==> config.mk <==
export PLATFORM = sky130hd
export DESIGN_NAME = gpr_scoreboard
export DESIGN_NICKNAME = d
export VERILOG_FILES = /design/src/rtl/gpr_scoreboard.sv
export SDC_FILE = /design/constraint.sdc
export NUM_CORES = 1
export LEC_CHECK = 0
export CORE_MARGIN = 2
export CORE_UTILIZATION = 65
export DETAILED_ROUTE_END_ITERATION = 6
export PLACE_DENSITY = 0.87
export SLEW_MARGIN = 40
export SYNTH_ARGS = -nofsm -noshare
export SYNTH_HDL_FRONTEND = slang
export SYNTH_SLANG_ARGS = --single-unit
==> constraint.sdc <==
create_clock -name clk -period 14 [get_ports clk]
set_input_delay 4.2 -clock clk [delete_from_list [all_inputs] [get_ports clk]]
set_output_delay 4.2 -clock clk [all_outputs]
set_load 0.01 [all_outputs]
==> src/rtl/gpr_scoreboard.sv <==
// Issue-side hazard scoreboard for the R/F/M register groups: one busy bit per
// register, RAW/WAW/in-flight-limit issue blocking, and clearing on writeback.
module gpr_scoreboard #(
  parameter int MAX_INFLIGHT = 4,
  parameter int CNT_W        = 4
) (
  input  logic             clk,
  input  logic             rst,
  input  logic             id_valid,
  output logic             id_ready,
  input  logic [1:0]       rs1_group,
  input  logic [4:0]       rs1_index,
  input  logic [1:0]       rs2_group,
  input  logic [4:0]       rs2_index,
  input  logic [1:0]       rs3_group,
  input  logic [4:0]       rs3_index,
  input  logic [1:0]       rd_group,
  input  logic [4:0]       rd_index,
  output logic             ex_valid,
  input  logic             ex_ready,
  input  logic             wb_valid,
  input  logic [1:0]       wb_group,
  input  logic [4:0]       wb_index,
  output logic [CNT_W-1:0] inflight,
  output logic [31:0]      stall_cycles,
  output logic             err
);
  localparam logic [1:0] REG_GROUP_R = 2'd0;
  localparam logic [1:0] REG_GROUP_F = 2'd1;
  localparam logic [1:0] REG_GROUP_M = 2'd2;

  logic [31:0] busy_r, busy_f, busy_m;
  logic [31:0] busy_r_n, busy_f_n, busy_m_n;
  logic        hazard, full, fire, rd_write, wb_write, wb_hit, do_inc, do_dec;

  function automatic logic busy_bit(input logic [1:0] g, input logic [4:0] i,
                                    input logic [31:0] br, input logic [31:0] bf,
                                    input logic [31:0] bm);
    case (g)
      REG_GROUP_R: busy_bit = br[i];
      REG_GROUP_F: busy_bit = bf[i];
      REG_GROUP_M: busy_bit = bm[i];
      default:     busy_bit = 1'b0;
    endcase
  endfunction

  // A write to R0 is discarded, so it neither sets busy nor counts in flight.
  function automatic logic is_write(input logic [1:0] g, input logic [4:0] i);
    is_write = (g == REG_GROUP_R && i != 5'd0) || g == REG_GROUP_F || g == REG_GROUP_M;
  endfunction

  // Handshake: ex_valid and id_ready are each gated only by registered hazard
  // state; an instruction transfers (fire) when id_valid & id_ready.
  always_comb begin
    rd_write = is_write(rd_group, rd_index);
    hazard   = busy_bit(rs1_group, rs1_index, busy_r, busy_f, busy_m)
             | busy_bit(rs2_group, rs2_index, busy_r, busy_f, busy_m)
             | busy_bit(rs3_group, rs3_index, busy_r, busy_f, busy_m)
             | (rd_write & busy_bit(rd_group, rd_index, busy_r, busy_f, busy_m));
    full     = (inflight == CNT_W'(MAX_INFLIGHT)) & rd_write;
    ex_valid = id_valid & ~hazard & ~full;
    id_ready = ex_ready & ~hazard & ~full;
    fire     = id_valid & id_ready;
    wb_write = wb_valid & is_write(wb_group, wb_index);
    wb_hit   = wb_write & busy_bit(wb_group, wb_index, busy_r, busy_f, busy_m)
             & (inflight != '0);
    do_inc   = fire & rd_write;
    do_dec   = wb_hit;
  end

  // Clear first, then set, so an issue to the same register wins.
  always_comb begin
    busy_r_n = busy_r;
    busy_f_n = busy_f;
    busy_m_n = busy_m;
    if (wb_hit) begin
      case (wb_group)
        REG_GROUP_R: busy_r_n[wb_index] = 1'b0;
        REG_GROUP_F: busy_f_n[wb_index] = 1'b0;
        REG_GROUP_M: busy_m_n[wb_index] = 1'b0;
        default: ;
      endcase
    end
    if (do_inc) begin
      case (rd_group)
        REG_GROUP_R: busy_r_n[rd_index] = 1'b1;
        REG_GROUP_F: busy_f_n[rd_index] = 1'b1;
        REG_GROUP_M: busy_m_n[rd_index] = 1'b1;
        default: ;
      endcase
    end
  end

  always_ff @(posedge clk or posedge rst) begin
    if (rst) begin
      busy_r       <= '0;
      busy_f       <= '0;
      busy_m       <= '0;
      inflight     <= '0;
      stall_cycles <= '0;
      err          <= 1'b0;
    end else begin
      busy_r <= busy_r_n;
      busy_f <= busy_f_n;
      busy_m <= busy_m_n;
      if (do_inc && !do_dec)      inflight <= inflight + CNT_W'(1);
      else if (!do_inc && do_dec) inflight <= inflight - CNT_W'(1);
      if (id_valid && !id_ready)  stall_cycles <= stall_cycles + 32'd1;
      if (wb_write && !wb_hit)    err <= 1'b1;
    end
  end
endmodule

* After elaboration in Yosys (flattened, before gate mapping)
Index checks and enable logic that the tools add are counted.
Cells by class: bitwise logic cells 23, equal/unequal tests 11, order comparisons 7, $add $sub $neg 3, muxes and demuxes 53, reduce and logical (&&, ||, !) cells 24
Operator list (number):
- $mux W32 | 12
- $and A32 B32 Y32 | 3
- $or A32 B32 Y32 | 3
- $bmux W1 S5 | 15
- $add A32 B1 Y32 const B | 1
- $not A32 Y32 | 1
- $lt A5 B6 Y1 const B | 5
- $mux W1 | 17
- $pmux W1 S3 | 5
- $and A1 B1 Y1 | 11
- $demux W1 S5 | 2
- $eq A2 B1 Y1 const B | 5
- $eq A2 B2 Y1 const B | 5
- $ge A5 B1 Y1 const B | 2
- $logic_not A2 Y1 | 5
- $reduce_bool A5 Y1 | 2
- $logic_and A1 B1 Y1 | 8
- $mux W4 | 2
- $add A4 B1 Y4 const B | 1
- $eq A4 B3 Y1 const B | 1
- $logic_or A1 B1 Y1 | 4
- $reduce_bool A4 Y1 | 1
- $sub A4 B1 Y4 const B | 1
- $logic_not A1 Y1 | 3
- other kinds (3) | 6
Word-level totals: output and inout bits 39, input port bits 40, word-level logic and storage cells 127, bits in registers 133

* Logic depth before layout (Yosys ltp)
word-level depth 15, mapped depth 21, mapped depth without buffers 17

* Worst setup path after synthesis
Ideal clock, no wire load.
kind input to output, start point input rs2_index[0], end point output ex_valid, path slack 3.273 ns, path buffers 2, arrival time 6.527 ns, stages on the path 10, required time 9.800 ns, path through buf_2 > mux4_2 > mux4_2 > nor4bb_1 > a2111oi_2 > nand3_2 > nor2_2 > nand2_2 > clkbuf_1 > inv_1
Between the ends: cells in the longest elaborated chain, start to end 9, elaborated cells on any way between the ends 13, those cells by class mux: 7; bitwise: 6
Ends and longest elaborated chain:
- start, declared | RTL line 14 | input logic [4:0] rs2_index,
- $bmux W1 S5 (on tied branches) | RTL line 42, 40, 41
- $mux W1 (on tied branches) | RTL line 42, 40, 41
- $pmux W1 S3 (*) | RTL line 39 | case (g)
- $or A1 B1 Y1 (*) | RTL line 57 | | busy_bit(rs2_group, rs2_index, busy_r, busy_f, busy_m)
- $or A1 B1 Y1 (*) | RTL line 58 | | busy_bit(rs3_group, rs3_index, busy_r, busy_f, busy_m)
- $or A1 B1 Y1 (*) | RTL line 59 | | (rd_write & busy_bit(rd_group, rd_index, busy_r, busy_f, busy_m));
- $not A1 Y1 (*) | RTL line 61 | ex_valid = id_valid & ~hazard & ~full;
- $and A1 B1 Y1 (*) (2 in a row) | RTL line 61
- end, declared | RTL line 19 | output logic ex_valid,
Mark *: on every way between the ends. The rest lies on a longest branch, timed or not. The select of a mux whose other input is x is not followed.

* Worst setup path in the final report
start point input rs2_index[1], end point output id_ready
Between the ends: cells in the longest elaborated chain, start to end 9, elaborated cells on any way between the ends 13, those cells by class mux: 7; bitwise: 6
Ends and longest elaborated chain:
- $bmux W1 S5 (on tied branches) | RTL line 42, 40, 41
- $mux W1 (on tied branches) | RTL line 42, 40, 41
- $pmux W1 S3 (*) | RTL line 39
- $or A1 B1 Y1 (*) | RTL line 57
- $or A1 B1 Y1 (*) | RTL line 58
- $or A1 B1 Y1 (*) | RTL line 59
- $not A1 Y1 (*) | RTL line 62 | id_ready = ex_ready & ~hazard & ~full;
- $and A1 B1 Y1 (*) (2 in a row) | RTL line 62
- end, declared | RTL line 10 | output logic id_ready,
Marked as above.

==> implementation parameters <==
Parameter                              Value

Run status
  Status    complete, but fails checks
  Violations in the final reports    DRC

STA
  Number of setup violations in the final report    0
  Total negative setup slack    0 ns
  Endpoints failing hold    0
  Relative slew slack    42.8%
  Slew @ Worst Pin    around 0.85 ns
  Pins Over Slew Limit    0
  Period minus WS final    about 12 ns
  Share of the clock period used by the worst path    88.3%
  Setup repair after global routing missed its margin    false
  Post-route clock skew    approximately 0.0064 ns
  Crit path setup slack, layout    approximately 1.6 ns
  Max Clk Rate    80.9 MHz
  Hold slack final    ~0.46 ns

Setup path
  Kind of start point of the critical path    input port
  Launch point of the critical path    rs2_index[1]
  Slowest library cell on the worst path    clkdlybuf4s50_1
  Endpoint type of the worst setup path    output pin
  Startpoint of the worst register-to-register path    busy_f[15]
  Crit path max-delay family    buffers and inverters
  Buffering stage count on the worst path with inverters included    3
  Largest stage delay on the critical path    0.94 ns
  Worst reg-to-reg setup slack    9.49 ns
  Crit path max fanout    13
  Ordered list of cells on the worst path    clkdlybuf4s50_1 > buf_4 > mux4_2 > nor2b_1 > a211oi_1 > a211oi_1 > a2111oi_2 > nand3_2 > nor3_1 > clkdlybuf4s50_1
  Worst setup endpoint    id_ready
  Crit path arrival time    8.16 ns
  Crit path depth    10
  Worst r2r dst    inflight[3]
  Critical path required time    9.80 ns
  Classification of the worst setup path    input port to output pin
  Depth of the worst register-to-register path    16

Layout
  Net count of the finished layout    1,094
  Commonest non-fill, non-tap cell in the layout    dfrtp_1
  Fraction of final layout cells sized beyond drive strength 1    ~17%
  Commonest cells after routing, fill and taps aside    dfrtp_1 (133), o21ai_0 (108), mux2i_1 (86)
  Synth-to-layout area growth    12.8%
  Number of inserted filler cells in the final layout    1,059
  Diodes inserted    0

Clocking
  Clk root buf    clkbuf_16
  CTS buffer count    17
  Number of hold buffers added after CTS    0
  Clk pin slew, worst setup/hold paths    about 0.06 ns
  TritonCTS clock tree    yes
  CTS sink cnt    133
  Total number of H-tree levels    4
  Clock Path Buffers    2
  Post-CTS setup buffers    0
  Number of gates given a new drive strength after cts    0
  Later-pin clock latency in the skew report    about 0.43 ns

Global route
  Antenna violations before repair    0
  Vias in the first global route    10,300
  Global-route wire length before repair    59,700 µm
  Total global-route track usage    roughly 45%
  Pin count of the biggest net entering global routing    a little over 80
  GR Overflow Total    0

Power and ir drop
  Highest ir drop seen on vdd    0.0873 mV
  Pwr per Cell Area    roughly 110 nW/µm²
  Cell leakage power    4.66 nW

Yosys
  Post-Syn Instances    1,034
  Mapped Area    10,500 µm²
  FFs w/ async S/R, synth    100%
  Number of synthesized flops with an enable pin    0
  Average footprint of a synthesized cell    10.2 µm²
  Part of the Yosys area used for sequential elements    31.6%
  Syn Nets    1,079
  Yosys warning count    0
  Synthesis-stage register bit count    about 130
  Count of unique library cells instantiated by Yosys    65
  Dominant synthesized flop cell    dfrtp_1

Route
  DRT iter0 DRCs    about 2,300
  Vias per std cell    roughly 8.3
  Per-cell routed wire length    around 30 µm
  First-pass DRT Iterations    7
  Detailed-route DRC error count    ~80
  Vias after detailed routing    10,600
  Wire length reported by the detailed router    38,700 µm
  Count of nets left with antenna violations after detail routing    0

Hold path
  Worst min path class    register to register
  Min-delay src    stall_cycles[31]

Floorplanning
  Die Area    17,200 µm²
  Die boundary height    131 µm
  Core region area    15,900 µm²
  Row cnt    46
  Starting utilization of the core area    66.3%
  I/O pins    79
  Width of the die    about 130 µm

Place
  Worst slack at placement    about 1.7 ns
  Number of I/O port buffers    78
  Final GP Congestion    1.16
  Final HPWL from detailed placement    25,200 µm

Flow run
  Number of max-cap violations    0
[per-layer routing]
metal | vias to the layer above | global-route usage, % | part of all wire (%)
met5 | - | 2.63 | 0.15
met4 | 2 | 25.4 | 8.0
met3 | 362 | 20.1 | 17
met2 | 1205 | 65.1 | 42
met1 | 4936 | 57.3 | 32
li1 | 4070 | - | -
[worst min path at each step]
stage                            end  slack [ns]  cells after the start
global placement    stall_cycles[31]        0.46                      1
detailed placement  stall_cycles[31]        0.46                      1
CTS                 stall_cycles[31]        0.47                      1
floorplan                  busy_r[0]        0.49                      1
finish              stall_cycles[31]        0.46                      1
global route        stall_cycles[31]        0.47                      1
[cell families after synthesis]
family	count (synthesis)	synth area share (%)
AOI/OAI and AO/OA	257	16.9
xor gates and xnor gates	35	2.91
adders and majority gates	5	0.665
buffers and inverters	115	4.94
DFF	133	31.6
muxes	182	27.5
and+or+nand+nor	307	15.4
[sequential cells by signal (all words and copies together), names as in the netlist]
| signal | cells |
|---|---|
| busy_r | 32 |
| err | 1 |
| inflight | 4 |
| busy_m | 32 |
| stall_cycles | 32 |
| busy_f | 32 |
[cell type report]
class                      count  area, µm²  area share (%)
sequential                   133       3330            28.0
timing repair buffer          99        910            7.66
inverter                      12       50.0           0.421
clock buffer                  20        457            3.84
tap                          216        270            2.28
clock inverter                12        153            1.29
multi-input combinational    786       6710            56.5
[synth_stat cells (3+ instances only)]
cell type / instances / share of area (%)
o32ai_1: 10 / 0.83
o31ai_2: 10 / 1.2
xor2_1: 26 / 2.2
dfrtp_1: 133 / 32
nor3b_1: 11 / 0.78
inv_1: 12 / 0.43
buf_1: 9 / 0.32
nand2_1: 77 / 2.7
nand4_1: 30 / 1.8
and4_1: 7 / 0.58
buf_2: 23 / 1.1
o21ai_0: 108 / 5.1
buf_4: 4 / 0.29
nand3_1: 41 / 1.9
a41o_1: 13 / 1.2
mux2i_1: 86 / 8.2
nor3_1: 44 / 2.1
mux2_2: 10 / 1.1
o31ai_1: 55 / 3.9
a211oi_1: 3 / 0.21
a22oi_1: 18 / 1.3
nor2_1: 30 / 1.1
nand3b_1: 8 / 0.57
nor2b_1: 13 / 0.77
a31oi_1: 3 / 0.18
o21a_1: 13 / 0.93
mux4_2: 85 / 18
and3b_1: 3 / 0.25
or2_2: 3 / 0.18
a221oi_1: 3 / 0.25
and2_1: 5 / 0.30
nor4_1: 9 / 0.53
nand2b_1: 6 / 0.36
and3_1: 6 / 0.36
nand4b_1: 5 / 0.42
buf_6: 6 / 0.64
a21oi_1: 3 / 0.14
clkbuf_1: 61 / 2.2
ha_1: 4 / 0.48
xnor2_1: 9 / 0.75
[where the power goes]
part,total [W],internal [W],switching [W],leakage [nW]
sequential,0.000507,0.000423,0.0000841,1.78
combinational,0.000304,0.000146,0.000158,2.60
clock,0.000472,0.000289,0.000182,0.288
[stage by stage]
step / instance area [µm²] / utilization [%] / cells / power (W)
after floorplan: 10500 / - / 1034 / 0.000670
after global placement: 11200 / 70.8 / 1245 / 0.000783
after detailed placement: 11300 / 70.9 / 1245 / 0.000798
after CTS: 11900 / 74.7 / 1277 / 0.00126
after global routing: 11900 / 74.8 / 1278 / 0.00131
final: 11900 / 74.8 / 1278 / 0.00128
Power figures use the tool's default switching activity.
==> RTL change, RTL diff (same settings) <==
The parameter `CNT_W` goes from 4 to 3.
--- a/src/rtl/gpr_scoreboard.sv
+++ b/src/rtl/gpr_scoreboard.sv
@@ -2,7 +2,7 @@
 // register, RAW/WAW/in-flight-limit issue blocking, and clearing on writeback.
 module gpr_scoreboard #(
   parameter int MAX_INFLIGHT = 4,
-  parameter int CNT_W        = 4
+  parameter int CNT_W        = 3
 ) (
   input  logic             clk,
   input  logic             rst,
Ports: changed (resized inflight); port bits go from 79 to 78. No check against the original RTL was run, so the function may have changed too.
==> RTL change against the unedited design <==
  * Setup slack better by 250 ps
  * Via count is 12% lower
  * Total power is 3.5% lower
  * Sequential cell count is 1 lower
  * Non-clock buffer count is 7 lower
  * Cell area is 4.7% lower
  * Maximum frequency is 2.0% higher
  * Synthesized area is 5.2% lower
  * Routed wire length is 9.4% lower
  * Core utilization is 0.26 points higher
  * Critical endpoint unchanged
==> RTL change: results (changes against the unedited design) <==
status=completed (was complete, but fails checks); Clk power=0.467 mW (was 0.472 mW); cts bufs inserted=17 (unchanged); Area contributors post-synth=dfrtp_1 33%, mux4_2 21%, o21ai_0 8.2% (was dfrtp_1 32%, mux4_2 18%, mux2i_1 8.2%); final wirelength=35.0 mm (was 38.7 mm); Worst EP arrival=7910 ps (was 8160 ps); Net Sw Power=0.406 mW (was 0.425 mW); Max-slew headroom=48.8% (was 42.8%); critical path's top delay family=buffers and inverters (unchanged); slowest stage delay, CP=940 ps (about the same); Clock Path Buffers=2 (unchanged); setup bufs post-CTS=0 (unchanged); met2 WL post-DR=15.1 mm (was 16.3 mm); Post-synth ARST share=100% (unchanged); Top pwr grp=sequential cells (unchanged); Max VDD drop=131 uV (was 87.3 uV); Ys Warns=0 (unchanged); clock power share=37.8% (was 36.8%); GR Util met1=59.7% (was 57.3%); DRT Pass-1 Iters=6 (was 7); clock slew seen by the registers of the worst setup and hold paths=70 ps; ant diodes=0 (unchanged); Hold WC Path Type=reg -> reg (unchanged); Top FF cell, synth=dfrtp_1 (unchanged); critical path's slowest cell=clkdlybuf4s50_1 (unchanged); Lkg Pwr=4.37 nW (was 4.66 nW); largest fanout on the critical path=21 (was 13); drt first-iter violations=1862 (was 2250); Detailed Place HPWL=24.0 mm (was 25.2 mm); port bufs=77 (was 78); vias in the first global route=9171 (was 10300); Worst Skew=12.9 ps (was 6.35 ps); largest net degree at the start of global routing=69 (was 83); Commonest cells post-synth=163 x o21ai_0, 132 x dfrtp_1, 92 x mux4_2, 84 x nand2_1, 64 x mux2i_1 (was 133 x dfrtp_1, 108 x o21ai_0, 86 x mux2i_1, 85 x mux4_2, 77 x nand2_1); sequential share of the synthesized area=33.1% (was 31.6%); final setup fails=0 (unchanged); WL met1=12.3 mm (was 12.5 mm); M2 GR Usage=65.1% (about the same); count of distinct cell types in the synthesized netlist=57 (was 65); share of cells above drive strength 1=21.1% (was 17.4%); root buf cell=clkbuf_16 (unchanged); highest metal used=met4 (was met5); post-CTS sizing=0 (unchanged); WL met3=5.35 mm (was 6.72 mm); first-pass GRT wire length=54.4 mm (was 59.7 mm); Final GP Congestion=1.05 (was 1.16); fin nets=1030 (was 1094); vias per std cell=7.87 (was 8.27); Total Routing Usage GR=44.9% (was 45.3%); CTS H-tree depth=4 (unchanged); grt met3 use=17.4% (was 20.1%); final hold violation count=0 (unchanged); initial antenna violation count=1 (was 0); P_seq=0.495 mW (was 0.507 mW); Mapped Nets=999 (was 1079); worst skew pair latency=430 ps (about the same)
==> RTL change: logic make-up (layout without fill, tap and decap cells) <==
family                     count (synthesis)  count (layout)  synth area share [%]
muxes                                    173             173                  29.1
AOI/OAI and AO/OA                        264             264                  16.0
DFF                                      132             132                  33.1
and+or+nand+nor                          259             259                  14.0
xor gates and xnor gates                  34              34                  2.98
buffers and inverters                     91             135                  4.35
adders and majority gates                  3               3                 0.451
==> RTL change: area by class of cell <==
cell class	count	area (um2)
Tap cell	188	235
Clock inverter	13	160
Clock buffer	19	443
Inverter	11	46.3
Multi-Input combinational cell	733	6280
Fill cell	1034	3770
Timing Repair Buffer	92	857
Sequential cell	132	3300
==> RTL change: final timing paths <==
path | depth (start not counted) | end | slack, ps | startpoint
max | 9 | id_ready | 1890 | rd_index[2]
min | 1 | stall_cycles[31] | 480 | stall_cycles[31]
max reg2reg | 14 | inflight[2] | 9670 | busy_f[17]
min reg2reg | 1 | stall_cycles[31] | 480 | stall_cycles[31]
max in group asynchronous | 3 | busy_m[12] | 8720 | rst
min in group asynchronous | 2 | busy_r[0] | 4250 | rst
==> RTL change: through the flow <==
step	std cells	util, %	hold slack, ps	instance area, um2	worst slack [ps]
2_1_floorplan	956	-	493	9980	3550
3_3_place_gp	1156	71.0	461	10700	1860
3_5_place_dp	1156	71.1	473	10700	1880
4_1_cts	1188	75.0	488	11300	1870
5_1_grt	1188	75.0	508	11300	1830
6_report	1188	75.0	484	11300	1890
==> RTL change: worst register-to-register path: cells and delay by family (launching register included) <==
kind | cells | cell delay, ps
simple gates | 6 | 1740
fa+ha+maj | 2 | 660
compound gates | 2 | 630
flops | 1 | 470
mux | 1 | 330
xor+xnor | 2 | 320
buf+inv | 1 | 90
